$ cat src/rtl/input_pkg.sv
// Shared register offsets, read-select type and counter-width helper for the
// button input peripheral.
package input_pkg;

    localparam logic [11:0] LEVEL_OFS   = 12'd0;
    localparam logic [11:0] PRESS_OFS   = 12'd1;
    localparam logic [11:0] RELEASE_OFS = 12'd2;

    localparam int REG_W = 16;

    typedef enum logic [1:0] {
        SEL_NONE,
        SEL_LEVEL,
        SEL_PRESS,
        SEL_RELEASE
    } reg_sel_e;

    // Width of a counter that must hold values 0..max_count (never below 1 bit).
    function automatic int cnt_width(input int max_count);
        return (max_count < 1) ? 1 : $clog2(max_count + 1);
    endfunction

endpackage

$ cat src/rtl/button_debounce.sv
// Single-bit two-flop synchroniser plus debounce counter. rise/fall pulse in
// the same cycle the debounced state is updated.
module button_debounce
    import input_pkg::*;
#(
    parameter int DEBOUNCE_CYCLES = 125000
) (
    input  logic clk,
    input  logic reset,
    input  logic raw,
    output logic state,
    output logic rise,
    output logic fall
);

    localparam int               CNT_W    = cnt_width(DEBOUNCE_CYCLES);
    localparam logic [CNT_W-1:0] CNT_LAST = CNT_W'(DEBOUNCE_CYCLES - 1);

    logic             sync1_q;
    logic             sync2_q;
    logic             state_q;
    logic             state_d;
    logic [CNT_W-1:0] cnt_q;
    logic [CNT_W-1:0] cnt_d;
    logic             accept;

    always_ff @(posedge clk or posedge reset) begin
        if (reset) begin
            sync1_q <= 1'b0;
            sync2_q <= 1'b0;
            state_q <= 1'b0;
            cnt_q   <= '0;
        end else begin
            sync1_q <= raw;
            sync2_q <= sync1_q;
            state_q <= state_d;
            cnt_q   <= cnt_d;
        end
    end

    // Any cycle where the synchronised input agrees with state restarts the count.
    always_comb begin
        accept  = (sync2_q != state_q) && (cnt_q == CNT_LAST);
        state_d = state_q;
        cnt_d   = cnt_q;
        if (sync2_q == state_q) begin
            cnt_d = '0;
        end else if (accept) begin
            state_d = sync2_q;
            cnt_d   = '0;
        end else begin
            cnt_d = cnt_q + CNT_W'(1);
        end
    end

    assign state = state_q;
    assign rise  = accept & sync2_q;
    assign fall  = accept & ~sync2_q;

endmodule

$ cat src/rtl/button_input_controller.sv
// Debounced push-button peripheral with level / sticky press / sticky release
// registers. Define BUTTON_INPUT_AUTOREPEAT_EN to add hold-to-repeat press events.
module button_input_controller
    import input_pkg::*;
#(
    parameter int NUM_BUTTONS     = 4,
    parameter int BASE_INDEX      = 0,
    parameter int DEBOUNCE_CYCLES = 125000
`ifdef BUTTON_INPUT_AUTOREPEAT_EN
    ,
    parameter int REPEAT_DELAY    = 12500000,
    parameter int REPEAT_PERIOD   = 2500000
`endif
) (
    input  logic                   clk,
    input  logic                   reset,
    input  logic [NUM_BUTTONS-1:0] buttons,
    input  logic [11:0]            register_index,
    input  logic                   register_read,
    output logic [REG_W-1:0]       register_read_value,
    output logic                   register_read_hit,
    output logic [NUM_BUTTONS-1:0] button_state
);

    localparam logic [11:0] LEVEL_IDX   = 12'(BASE_INDEX) + LEVEL_OFS;
    localparam logic [11:0] PRESS_IDX   = 12'(BASE_INDEX) + PRESS_OFS;
    localparam logic [11:0] RELEASE_IDX = 12'(BASE_INDEX) + RELEASE_OFS;

    logic [NUM_BUTTONS-1:0] state_w;
    logic [NUM_BUTTONS-1:0] rise_w;
    logic [NUM_BUTTONS-1:0] fall_w;
    logic [NUM_BUTTONS-1:0] repeat_w;

    logic [NUM_BUTTONS-1:0] press_q;
    logic [NUM_BUTTONS-1:0] press_d;
    logic [NUM_BUTTONS-1:0] release_q;
    logic [NUM_BUTTONS-1:0] release_d;
    logic [REG_W-1:0]       rd_value_q;
    logic [REG_W-1:0]       rd_value_d;
    logic                   rd_hit_q;
    logic                   rd_hit_d;
    reg_sel_e               sel;

    for (genvar g = 0; g < NUM_BUTTONS; g++) begin : g_btn
        button_debounce #(
            .DEBOUNCE_CYCLES(DEBOUNCE_CYCLES)
        ) u_debounce (
            .clk   (clk),
            .reset (reset),
            .raw   (buttons[g]),
            .state (state_w[g]),
            .rise  (rise_w[g]),
            .fall  (fall_w[g])
        );
    end

`ifdef BUTTON_INPUT_AUTOREPEAT_EN
    localparam int HOLD_MAX = (REPEAT_DELAY > REPEAT_PERIOD) ? REPEAT_DELAY : REPEAT_PERIOD;
    localparam int HOLD_W   = cnt_width(HOLD_MAX);

    // Down-counter per button: loaded on press, fires at zero and reloads with the period.
    for (genvar g = 0; g < NUM_BUTTONS; g++) begin : g_rep
        logic [HOLD_W-1:0] hold_q;
        logic [HOLD_W-1:0] hold_d;
        logic              rep;

        always_comb begin
            hold_d = hold_q;
            rep    = 1'b0;
            if (rise_w[g]) begin
                hold_d = HOLD_W'(REPEAT_DELAY - 1);
            end else if (!state_w[g]) begin
                hold_d = '0;
            end else if (hold_q == '0) begin
                rep    = 1'b1;
                hold_d = HOLD_W'(REPEAT_PERIOD - 1);
            end else begin
                hold_d = hold_q - HOLD_W'(1);
            end
        end

        always_ff @(posedge clk or posedge reset) begin
            if (reset) begin
                hold_q <= '0;
            end else begin
                hold_q <= hold_d;
            end
        end

        assign repeat_w[g] = rep;
    end
`else
    assign repeat_w = '0;
`endif

    always_comb begin
        sel = SEL_NONE;
        if (register_read) begin
            unique case (register_index)
                LEVEL_IDX:   sel = SEL_LEVEL;
                PRESS_IDX:   sel = SEL_PRESS;
                RELEASE_IDX: sel = SEL_RELEASE;
                default:     sel = SEL_NONE;
            endcase
        end
    end

    // Read data captures pre-event values; a new event in the clearing cycle survives.
    always_comb begin
        rd_value_d = rd_value_q;
        rd_hit_d   = rd_hit_q;
        if (register_read) begin
            rd_hit_d   = (sel != SEL_NONE);
            rd_value_d = '0;
            unique case (sel)
                SEL_LEVEL:   rd_value_d[NUM_BUTTONS-1:0] = state_w;
                SEL_PRESS:   rd_value_d[NUM_BUTTONS-1:0] = press_q;
                SEL_RELEASE: rd_value_d[NUM_BUTTONS-1:0] = release_q;
                default:     rd_value_d = '0;
            endcase
        end
        press_d   = (press_q   & ~{NUM_BUTTONS{sel == SEL_PRESS}})   | rise_w | repeat_w;
        release_d = (release_q & ~{NUM_BUTTONS{sel == SEL_RELEASE}}) | fall_w;
    end

    always_ff @(posedge clk or posedge reset) begin
        if (reset) begin
            press_q    <= '0;
            release_q  <= '0;
            rd_value_q <= '0;
            rd_hit_q   <= 1'b0;
        end else begin
            press_q    <= press_d;
            release_q  <= release_d;
            rd_value_q <= rd_value_d;
            rd_hit_q   <= rd_hit_d;
        end
    end

    assign register_read_value = rd_value_q;
    assign register_read_hit   = rd_hit_q;
    assign button_state        = state_w;

endmodule
$ cat config.mk
export PLATFORM = sky130hd
export DESIGN_NAME = button_input_controller
export DESIGN_NICKNAME = d
export VERILOG_FILES = /design/src/rtl/input_pkg.sv /design/src/rtl/button_debounce.sv /design/src/rtl/button_input_controller.sv
export SDC_FILE = /design/constraint.sdc
export NUM_CORES = 1
export LEC_CHECK = 0
export ABC_AREA = 1
export BUFFER_PORTS_ARGS = -buffer_cell sky130_fd_sc_hd__buf_2
export CORE_MARGIN = 3
export CORE_UTILIZATION = 45
export DETAILED_ROUTE_END_ITERATION = 7
export GPL_TIMING_DRIVEN = 0
export HOLD_SLACK_MARGIN = 0.15
export PLACE_DENSITY = 0.7
export SETUP_SLACK_MARGIN = 0.05
export SLEW_MARGIN = 0
export SYNTH_ARGS = -nofsm -noshare
export SYNTH_HDL_FRONTEND = slang
export SYNTH_SLANG_ARGS = --single-unit
$ cat constraint.sdc
create_clock -name clk -period 2.8 [get_ports clk]
set_clock_uncertainty 0.15 [all_clocks]
set_input_delay 0.28 -clock clk [delete_from_list [all_inputs] [get_ports clk]]
set_output_delay 0.28 -clock clk [all_outputs]
set_load 0.05 [all_outputs]
### Yosys cells after proc, flatten, opt, wreduce, memory -nomap -nowiden

Cells that the tools add are included.

| operators by class | value |
|---|---|
| add/subtract/negate cells | 4 |
| equality and inequality tests | 17 |
| mux-type cells | 11 |
| bitwise operators | 22 |
| reductions and logical operators | 10 |

Operator list:

| kind | number |
|---|---|
| $mux 17 | 8 |
| $add 17x1->17 const B | 4 |
| $eq 17x17->1 const B | 4 |
| $eq 12x1->1 const B | 1 |
| $eq 12x2->1 const B | 1 |
| $logic_not 12->1 | 1 |
| $pmux 4 s3 | 1 |
| $and 1x1->1 | 8 |
| $and 4x4->4 | 2 |
| $not 1->1 | 8 |
| $not 4->4 | 2 |
| $or 4x4->4 | 2 |
| $reduce_and 2->1 | 4 |
| $pmux 2 s3 | 1 |
| $eq 1x1->1 | 4 |
| $eq 2x2->1 const B | 2 |
| $logic_and 1x1->1 | 4 |
| $ne 1x1->1 | 4 |
| $eq 2x1->1 const B | 1 |
| $mux 2 | 1 |
| $reduce_bool 2->1 | 1 |

| word-level totals | value |
|---|---|
| flip-flop bits (word level) | 93 |
| logic and storage cells | 84 |

### Longest topological paths before layout

Gate-level depths: netlist (run 1).

| depth | value |
|---|---|
| depth in word-level cells | 7 |
| depth in mapped cells | 9 |
| depth with buffers taken out | 9 |

### By module

Synthesis (run 1) repeated with hierarchy kept, for this count alone.

| unflattened totals | value |
|---|---|
| cells, all modules | 712 |
| area, all modules | 5626.6 µm² |

By module, submodules not included:

| module | instances | cells an instance | area an instance (µm²) | sequential area each (µm²) |
|---|---|---|---|---|
| button_debounce at g_btn[0].u_debounce ... | 3 | 157 | 1222.4 | 500.5 |
| button_debounce at g_btn[1].u_debounce | 1 | 153 | 1138.6 | 500.5 |
| button_input_controller | 1 | 88 | 820.8 | 325.3 |

### Least setup slack after synthesis (run 1)

No wires, ideal clock.

| timing path | value |
|---|---|
| path kind | reg2reg |
| start | reg g_btn[1].u_debounce.cnt_q[0] |
| end | reg g_btn[1].u_debounce.state_q |
| setup time | 117 ps |
| arrival | 1183 ps |
| required time | 2533 ps |
| slack | 1350 ps |
| stages on the path, launching flop included | 9 |
| buffers on the path | 0 |
| path through | dfrtp_1 > ha_1 > nand2_1 > inv_2 > nand2_1 > nor2_2 > nand3_2 > o21ai_1 > inv_1 |

| on the way | value |
|---|---|
| word-level cells in the longest chain between the ends | 3 |

Ends and longest elaborated chain:

| item | line | source |
|---|---|---|
| start, declared | button_debounce.sv:23 | `logic [CNT_W-1:0] cnt_q;` |
| start signal, assigned | button_debounce.sv:37 | `cnt_q <= cnt_d;` |
| $eq 17x17->1 | button_debounce.sv:43 | `accept = (sync2_q != state_q) && (cnt_q == CNT_LAST);` |
| $logic_and 1x1->1 | button_debounce.sv:43 |  |
| $reduce_and 2->1 (no line) | -- |  |
| end signal, assigned | button_debounce.sv:36 | `state_q <= state_d;` |
| end, declared | button_debounce.sv:21 | `logic state_q;` |

Every way passes these cells.
A chain may end at the register's enable or synchronous reset.

### Final worst setup path (run 1)

| timing path | value |
|---|---|
| start | in register_read |
| end | reg rd_hit_q, in the netlist register_read_hit |

| on the way | value |
|---|---|
| word-level cells in the longest chain between the ends | 2 |

Ends and longest elaborated chain:

| item | line | source |
|---|---|---|
| start, declared | button_input_controller.sv:19 | `input logic register_read,` |
| $mux 2 | button_input_controller.sv:98 | `if (register_read) begin` |
| $reduce_bool 2->1 | button_input_controller.sv:113 | `rd_hit_d = (sel != SEL_NONE);` |
| end signal, assigned | button_input_controller.sv:136 | `rd_hit_q <= rd_hit_d;` |
| end, declared | button_input_controller.sv:40 | `logic rd_hit_q;` |

Several ways; a longest one is shown, not always the timed one.

==> impl_metrics.ini, run 1 <==
[status]
status = complete, no violations

[global_routing]
met1_usage_pct = 23.2
antenna_found_initial = 0
grt_start_max_net_pins = 44
grt.met2_usage_pct = 29.2
gr-total-overflow = 0
grt_pass1_wl_um = 18900
top_usage_layer = met2
grt_usage_pct = 17.8
grt_pass1_vias = 4258
grtUsageMet3_pct = 4.77

[pwr]
seq_power_share_pct = 51.7
switching_share_pct = 22.9
power_density_mw_per_mm2 = 449
irDropWorstVdd_v = 0.000342
switchingPower_mw = 0.612
p_leak_nw = 2.73
clkPwrFrac_pct = 41.6
combPwrFrac_pct = 6.8
p_int_mw = 2.06

[synthesis]
synth_top_area_share_pct = 44.6
synthCells = 675
synth_common_cells = nand2_1, nor2_1, dfrtp_1, inv_1, nand3_1
yosys.cell_types.count = 30
yosys.area.top_type = dfrtp_1
yosysWarningCount = 0
synthTopCellsByArea = dfrtp_1, nand2_1, nor2_1, inv_1, nand3_1
postSynthAreaPerCell_um2 = 7.73
async_flop_share_pct = 100
synth_ff_type = dfrtp_1
netlist_area_mm2 = 0.00522
synth-seq-area-share_pct = 44.6
ys_seq_elements = 93
synth-edff-count = 0
yosysMostFrequentCell = nand2_1

[timing]
timing.final.crit_period_ps = 2070
rsz0062_at_grt = false
worstMarginPinSlew_ps = 610
finalHoldViolCount = 0
fmax_mhz = 482
setup_tns_ps = 0
setup_viol_count_final = 0
fin_crit_sh_pct = 74.0
relSlewSlack_pct = 59.1
setup_ws_ps = 727
slew_viol_final = 0

[floorplanning]
io_pins = 40
core_area_mm2 = 0.0111
std_cell_rows = 38
dieArea_mm2 = 0.0129
die_h_um = 114
die_w_um = 114
initial_utilization_pct = 47.1

[setup_path]
path_depth = 8
rrSetupSlack_ps = 1140
crit_path_max_fanout = 10
cp_slowest_cell = dlygate4sd3_1
critical_path_buf_inv_count = 5
crit_required_ps = 2920
criticalPathCategory = in2reg
crit_path_start_kind = input pin
slowest_delay_ps = 530
path_cells = dlygate4sd3_1 -> buf_2 -> inv_2 -> nor3_2 -> buf_4 -> nand3_1 -> nand2_1 -> dlygate4sd3_1
reg2regPathDepth = 6
cpLargestDelayFamily = buffers and inverters
endpoint_kind = register
crit_top_cell = dlygate4sd3_1
crit_arrival_ps = 2200

[run]
maxCapViolCount = 0

[routing]
wl_per_cell_um = 11.9
drt_pass1_iterations = 5
routed_via_density = 4.92
ant_nets = 0
drc = 0
drt_iter0_drc = 236
wirelength_um = 10400
vias = 4310

[placement]
dp_slack_ps = 1160
hpwl_um = 7810
dp.cells = 855
port-buffer-count = 27
place.gp.congestion = 0.880

[cells_and_area]
area_growth_pct = 14.0
finalNonFillerCells = 876
final_nets = 756
drive_gt1_share_pct = 17.4
antenna_cells = 0

[cts]
cts_buffer_depth = 2
root_buffer = clkbuf_16
cts_inserted_buffers = 9
cts_setup_buffers = 0
insertion_delay_ps = 340
h-tree-depth = 3
cts.sinks = 93
clk_pin_slew_ps = 60
cts_tree = done

[worst_hold_path]
hold_depth = 4
hold_path.class = in2reg
[metrics by stage]
step	hold slack [ps]	power [mW]	cell area, um^2	util (%)
2_1_floorplan	161	1.53	5270	-
3_3_place_gp	182	1.57	5580	50.3
3_5_place_dp	93.7	1.58	5620	50.7
4_1_cts	175	2.72	5950	53.7
5_1_grt	201	2.80	5950	53.7
6_report	190	2.67	5950	53.7
[cells in the final DEF (no fill, tap or decap), types with 6 or more instances in the layout]
cell type and instances:
nand4_1 23, dfrtp_1 93, dlygate4sd3_1 7, inv_1 73, clkbuf_16 9, nor3_1 14
nand2_1 143, o21ai_1 14, nor2_4 7, nor2_2 24, buf_2 28, conb_1 12
nand3_1 44, a21oi_1 9, inv_2 12, buf_4 19, nand3_2 6, xnor2_1 6
nor2_1 134, xor2_1 21
[timing repair]
item,CTS,global route
endpoints found under the hold margin,59,0
hold buffers,7,0
resized for setup,0,0
[state kept, by name (all words and copies together), names as in the netlist]
name,flops
press_q,4
g_btn.u_debounce.state,4
register_read_hit,1
register_read_value,4
release_q,4
g_btn.u_debounce.sync1_q,4
g_btn.u_debounce.sync2_q,4
g_btn.u_debounce.cnt_q,68
[area by class of cell]
cell class	count	area, um^2
Multi-Input combinational cell	486	2460
Timing Repair Buffer	36	245
Tap cell	140	175
Sequential cell	93	2330
Clock inverter	2	10.0
Clock buffer	12	256
Buffer	21	151
Inverter	86	327
Fill cell	1029	5130
[logic make-up after synthesis]
group	count (synthesis)	share of synthesized area, %
AOI/OAI and AO/OA	32	3.86
xor gates and xnor gates	29	5.15
adders and majority gates	4	0.959
buffers and inverters	107	9.08
DFF	93	44.6
other	1	0.0718
and+or+nand+nor	409	36.3
[per-layer routing]
| layer | wire length (um) | part of all wire, % | vias up |
|---|---|---|---|
| met1 | 4970 | 48 | 1997 |
| met5 | 0 | 0 | - |
| met3 | 509 | 4.9 | 18 |
| li1 | - | - | 2195 |
| met2 | 4760 | 46 | 100 |
| met4 | 185 | 1.8 | 0 |
[final timing paths]
kind | endpoint | startpoint
setup / recovery | register_read_hit$_DFFE_PP0P_ | register_read
hold / removal | register_read_value[1]$_DFFE_PP0P_ | register_index[2]
setup reg to reg | g_btn[3].u_debounce.state$_DFFE_PP0P_ | g_btn[3].u_debounce.state$_DFFE_PP0P_
hold reg to reg | g_btn[1].u_debounce.sync2_q$_DFF_PP0_ | g_btn[1].u_debounce.sync1_q$_DFF_PP0_
max in group asynchronous | release_q[3]$_DFF_PP0_ | reset
min in group asynchronous | g_btn[0].u_debounce.cnt_q[3]$_DFF_PP0_ | reset
[worst register-to-register path: cells and delay by family, from the launching register on]
family / cells / cell delay (ps)
XOR/XNOR: 1 / 540
flip-flops: 1 / 450
AND/OR/NAND/NOR: 3 / 260
AO/OA/AOI/OAI: 1 / 80
buffers and inverters: 1 / 60
[power by group through the flow]
stage	Combinational, mW	Clock [mW]	Sequential (mW)
2_1_floorplan	0.132	0	1.40
5_1_grt	0.205	1.21	1.38
4_1_cts	0.185	1.16	1.38
6_report	0.181	1.11	1.38
3_3_place_gp	0.166	0	1.40
3_5_place_dp	0.177	0	1.40
No activity file was read; power rests on OpenSTA's default activity.
==> run 2, diff against run 1 <==
--- a/config.mk
+++ b/config.mk
@@ -5,14 +5,14 @@
 export SDC_FILE = /design/constraint.sdc
 export NUM_CORES = 1
 export LEC_CHECK = 0
-export ABC_AREA = 1
+export ABC_AREA = 0
 export BUFFER_PORTS_ARGS = -buffer_cell sky130_fd_sc_hd__buf_2
 export CORE_MARGIN = 3
 export CORE_UTILIZATION = 45
 export DETAILED_ROUTE_END_ITERATION = 7
 export GPL_TIMING_DRIVEN = 0
 export HOLD_SLACK_MARGIN = 0.15
-export PLACE_DENSITY = 0.7
+export PLACE_DENSITY = 0.68
 export SETUP_SLACK_MARGIN = 0.05
 export SLEW_MARGIN = 0
 export SYNTH_ARGS = -nofsm -noshare
==> constraint.sdc (replaced) <==
create_clock -name clk -period 1.95 [get_ports clk]
set_clock_uncertainty 0.15 [all_clocks]
set_input_delay 0.195 -clock clk [delete_from_list [all_inputs] [get_ports clk]]
set_output_delay 0.195 -clock clk [all_outputs]
set_load 0.05 [all_outputs]
==> run 2 against run 1 <==
Combinational power increased by 30%. Critical path depth decreased by 3. Total power increased by 33%. Utilization increased by 1.7 points.
==> impl_metrics.ini, run 2 <==
[synthesis]
synth-edff-count = 0
ys_seq_elements = 93
postSynthAreaPerCell_um2 = 10.2
synthCells = 437
synth-seq-area-share_pct = 52.1
yosysMostFrequentCell = dfrtp_1
netlist_area_mm2 = 0.00447
synthTopCellsByArea = dfrtp_1, nor2_1, xor2_1, xnor2_1, nand3_1
yosys.area.top_type = dfrtp_1
yosys.cell_types.count = 47
synth_top_area_share_pct = 52.1
async_flop_share_pct = 100
synth_common_cells = dfrtp_1, nor2_1, xor2_1, nand3_1, xnor2_1
synth_ff_type = dfrtp_1
yosysWarningCount = 0

[timing]
relSlewSlack_pct = 62.0
setup_viol_count_final = 0
worstMarginPinSlew_ps = 569
slew_viol_final = 0
hold_ws_ps = 207
finalHoldViolCount = 0
timing.final.crit_period_ps = 1830
fmax_mhz = 547
fin_crit_sh_pct = 93.8
rsz0062_at_grt = false
setup_tns_ps = 0

[routing]
wl_per_cell_um = 13.6
drt_iter0_drc = 138
vias = 3337
wirelength_um = 8630
ant_nets = 0
routed_via_density = 5.25
drt_pass1_iterations = 4
drc = 0

[cells_and_area]
final_common_cell = dfrtp_1
drive_gt1_share_pct = 19.1
layout_common_cells = dfrtp_1, nor2_1, buf_2, xor2_1, buf_4
area_growth_pct = 17.4
fin_area_mm2 = 0.00525
final_nets = 525
largest_register_ffs = 68
regMostFlops = g_btn.u_debounce.cnt_q
antenna_cells = 0
utilization_pct = 55.5

[pwr]
p_leak_nw = 2.32
switching_share_pct = 23.9
p_int_mw = 2.71
seq_power_share_pct = 55.7
power_density_mw_per_mm2 = 678
irDropWorstVdd_v = 0.000429
switchingPower_mw = 0.851
clkPwrFrac_pct = 37.7
combPwrFrac_pct = 6.6

[floorplanning]
die_w_um = 106
dieArea_mm2 = 0.0112
die_h_um = 106
std_cell_rows = 35
initial_utilization_pct = 47.3
core_area_mm2 = 0.00946
io_pins = 40

[cts]
cts.sinks = 93
cts_tree = done
insertion_delay_ps = 350
root_buffer = clkbuf_8
clk_pin_slew_ps = 90
h-tree-depth = 3
cts_inserted_buffers = 9
cts_buffer_depth = 2

[setup_path]
crit_path_start_kind = register
crit_arrival_ps = 1960
r2r-start = g_btn[0].u_debounce.cnt_q[2]$_DFF_PP0_
reg2regPathDepth = 5
crit_required_ps = 2080
endpoint_kind = register
criticalPathCategory = reg2reg
r2r-end = g_btn[0].u_debounce.cnt_q[15]$_DFF_PP0_
crit_path_max_fanout = 7
rrSetupSlack_ps = 120

[worst_hold_path]
hold_start = g_btn[1].u_debounce.sync1_q$_DFF_PP0_
hold_path.class = reg2reg
min_to = g_btn[1].u_debounce.sync2_q$_DFF_PP0_
hold_depth = 0

[global_routing]
grt_pass1_wl_um = 15300
grt_pass1_vias = 3331
antenna_found_initial = 0
grt_usage_pct = 16.6
gr-total-overflow = 0
grt_start_max_net_pins = 40

[placement]
place.gp.congestion = 0.812
place_area_mm2 = 0.00485
hpwl_um = 5960
port-buffer-count = 26

[status]
status = complete, no violations

[run]
maxCapViolCount = 0
## run 2: power groups by stage
stage	Combinational (mW)	Clock [mW]	Sequential (mW)
2_1_floorplan	0.162	0	2.01
3_3_place_gp	0.204	0	2.02
3_5_place_dp	0.216	0	2.02
4_1_cts	0.235	1.40	1.98
5_1_grt	0.262	1.48	1.99
6_report	0.235	1.34	1.98
## run 2: what timing repair did
item / 4_1_cts / 5_1_grt
endpoints found under the hold margin: 67 / 0
pin swaps: 2 / 6
endpoints found under the setup margin: 40 / 28
hold buffers: 8 / 0
buffers inserted: 4 / 4
gates resized for setup: 6 / 10
## run 2: layout make-up
cell class	instances	area (um^2)
clock buffer	11	151
sequential	93	2330
multi-input combinational	315	2010
fill	869	4210
inverter	14	56.3
tap	129	161
buffer	25	168
timing repair buffer	44	310
clock inverter	5	57.6
## run 2: cell families after synthesis
logic type                 Yosys count  synth area share, %
AOI/OAI and AO/OA                   34                 5.35
xor gates and xnor gates            53                 10.4
adders and majority gates            4                 1.12
buffers and inverters               40                 4.84
DFF                                 93                 52.1
muxes                                8                 1.88
other                                1               0.0839
and+or+nand+nor                    204                 24.3
## run 2: how the worst max path moves through the flow
stage                                      startpoint                                      end  slack (ps)  cells after the start
2_1_floorplan  g_btn[3].u_debounce.cnt_q[0]$_DFF_PP0_  g_btn[3].u_debounce.cnt_q[10]$_DFF_PP0_         210                      6
3_3_place_gp   g_btn[2].u_debounce.cnt_q[0]$_DFF_PP0_   g_btn[2].u_debounce.cnt_q[5]$_DFF_PP0_        -100                      6
3_5_place_dp   g_btn[2].u_debounce.cnt_q[0]$_DFF_PP0_   g_btn[2].u_debounce.cnt_q[4]$_DFF_PP0_        -130                      6
4_1_cts        g_btn[0].u_debounce.cnt_q[5]$_DFF_PP0_    g_btn[0].u_debounce.state$_DFFE_PP0P_          70                      4
5_1_grt        g_btn[0].u_debounce.cnt_q[5]$_DFF_PP0_    g_btn[0].u_debounce.state$_DFFE_PP0P_          40                      4
6_report       g_btn[0].u_debounce.cnt_q[2]$_DFF_PP0_  g_btn[0].u_debounce.cnt_q[15]$_DFF_PP0_         120                      5
## run 2: through the flow
stage / total power, mW / cells / worst slack [ps]
after global placement: 2.22 / 603 / -102
after global routing: 3.73 / 636 / 43.2
after floorplan: 2.18 / 448 / 205
after CTS: 3.61 / 633 / 66.1
after detailed placement: 2.23 / 605 / -130
final: 3.56 / 636 / 121
## run 2: routing by layer
metal	track usage [%]	part of all wire, %	vias up
li1	-	-	1637
met5	0	0	-
met3	4.23	3.3	9
met2	27.0	49	46
met4	4.53	1.0	0
met1	22.0	47	1645
## run 2: critical path: stages, from the launching register on
cell and delay, ps:
dfrtp_1 430, nand3_1 170, or2_1 240, clkbuf_1 180, or4_1 420, a21oi_1 160
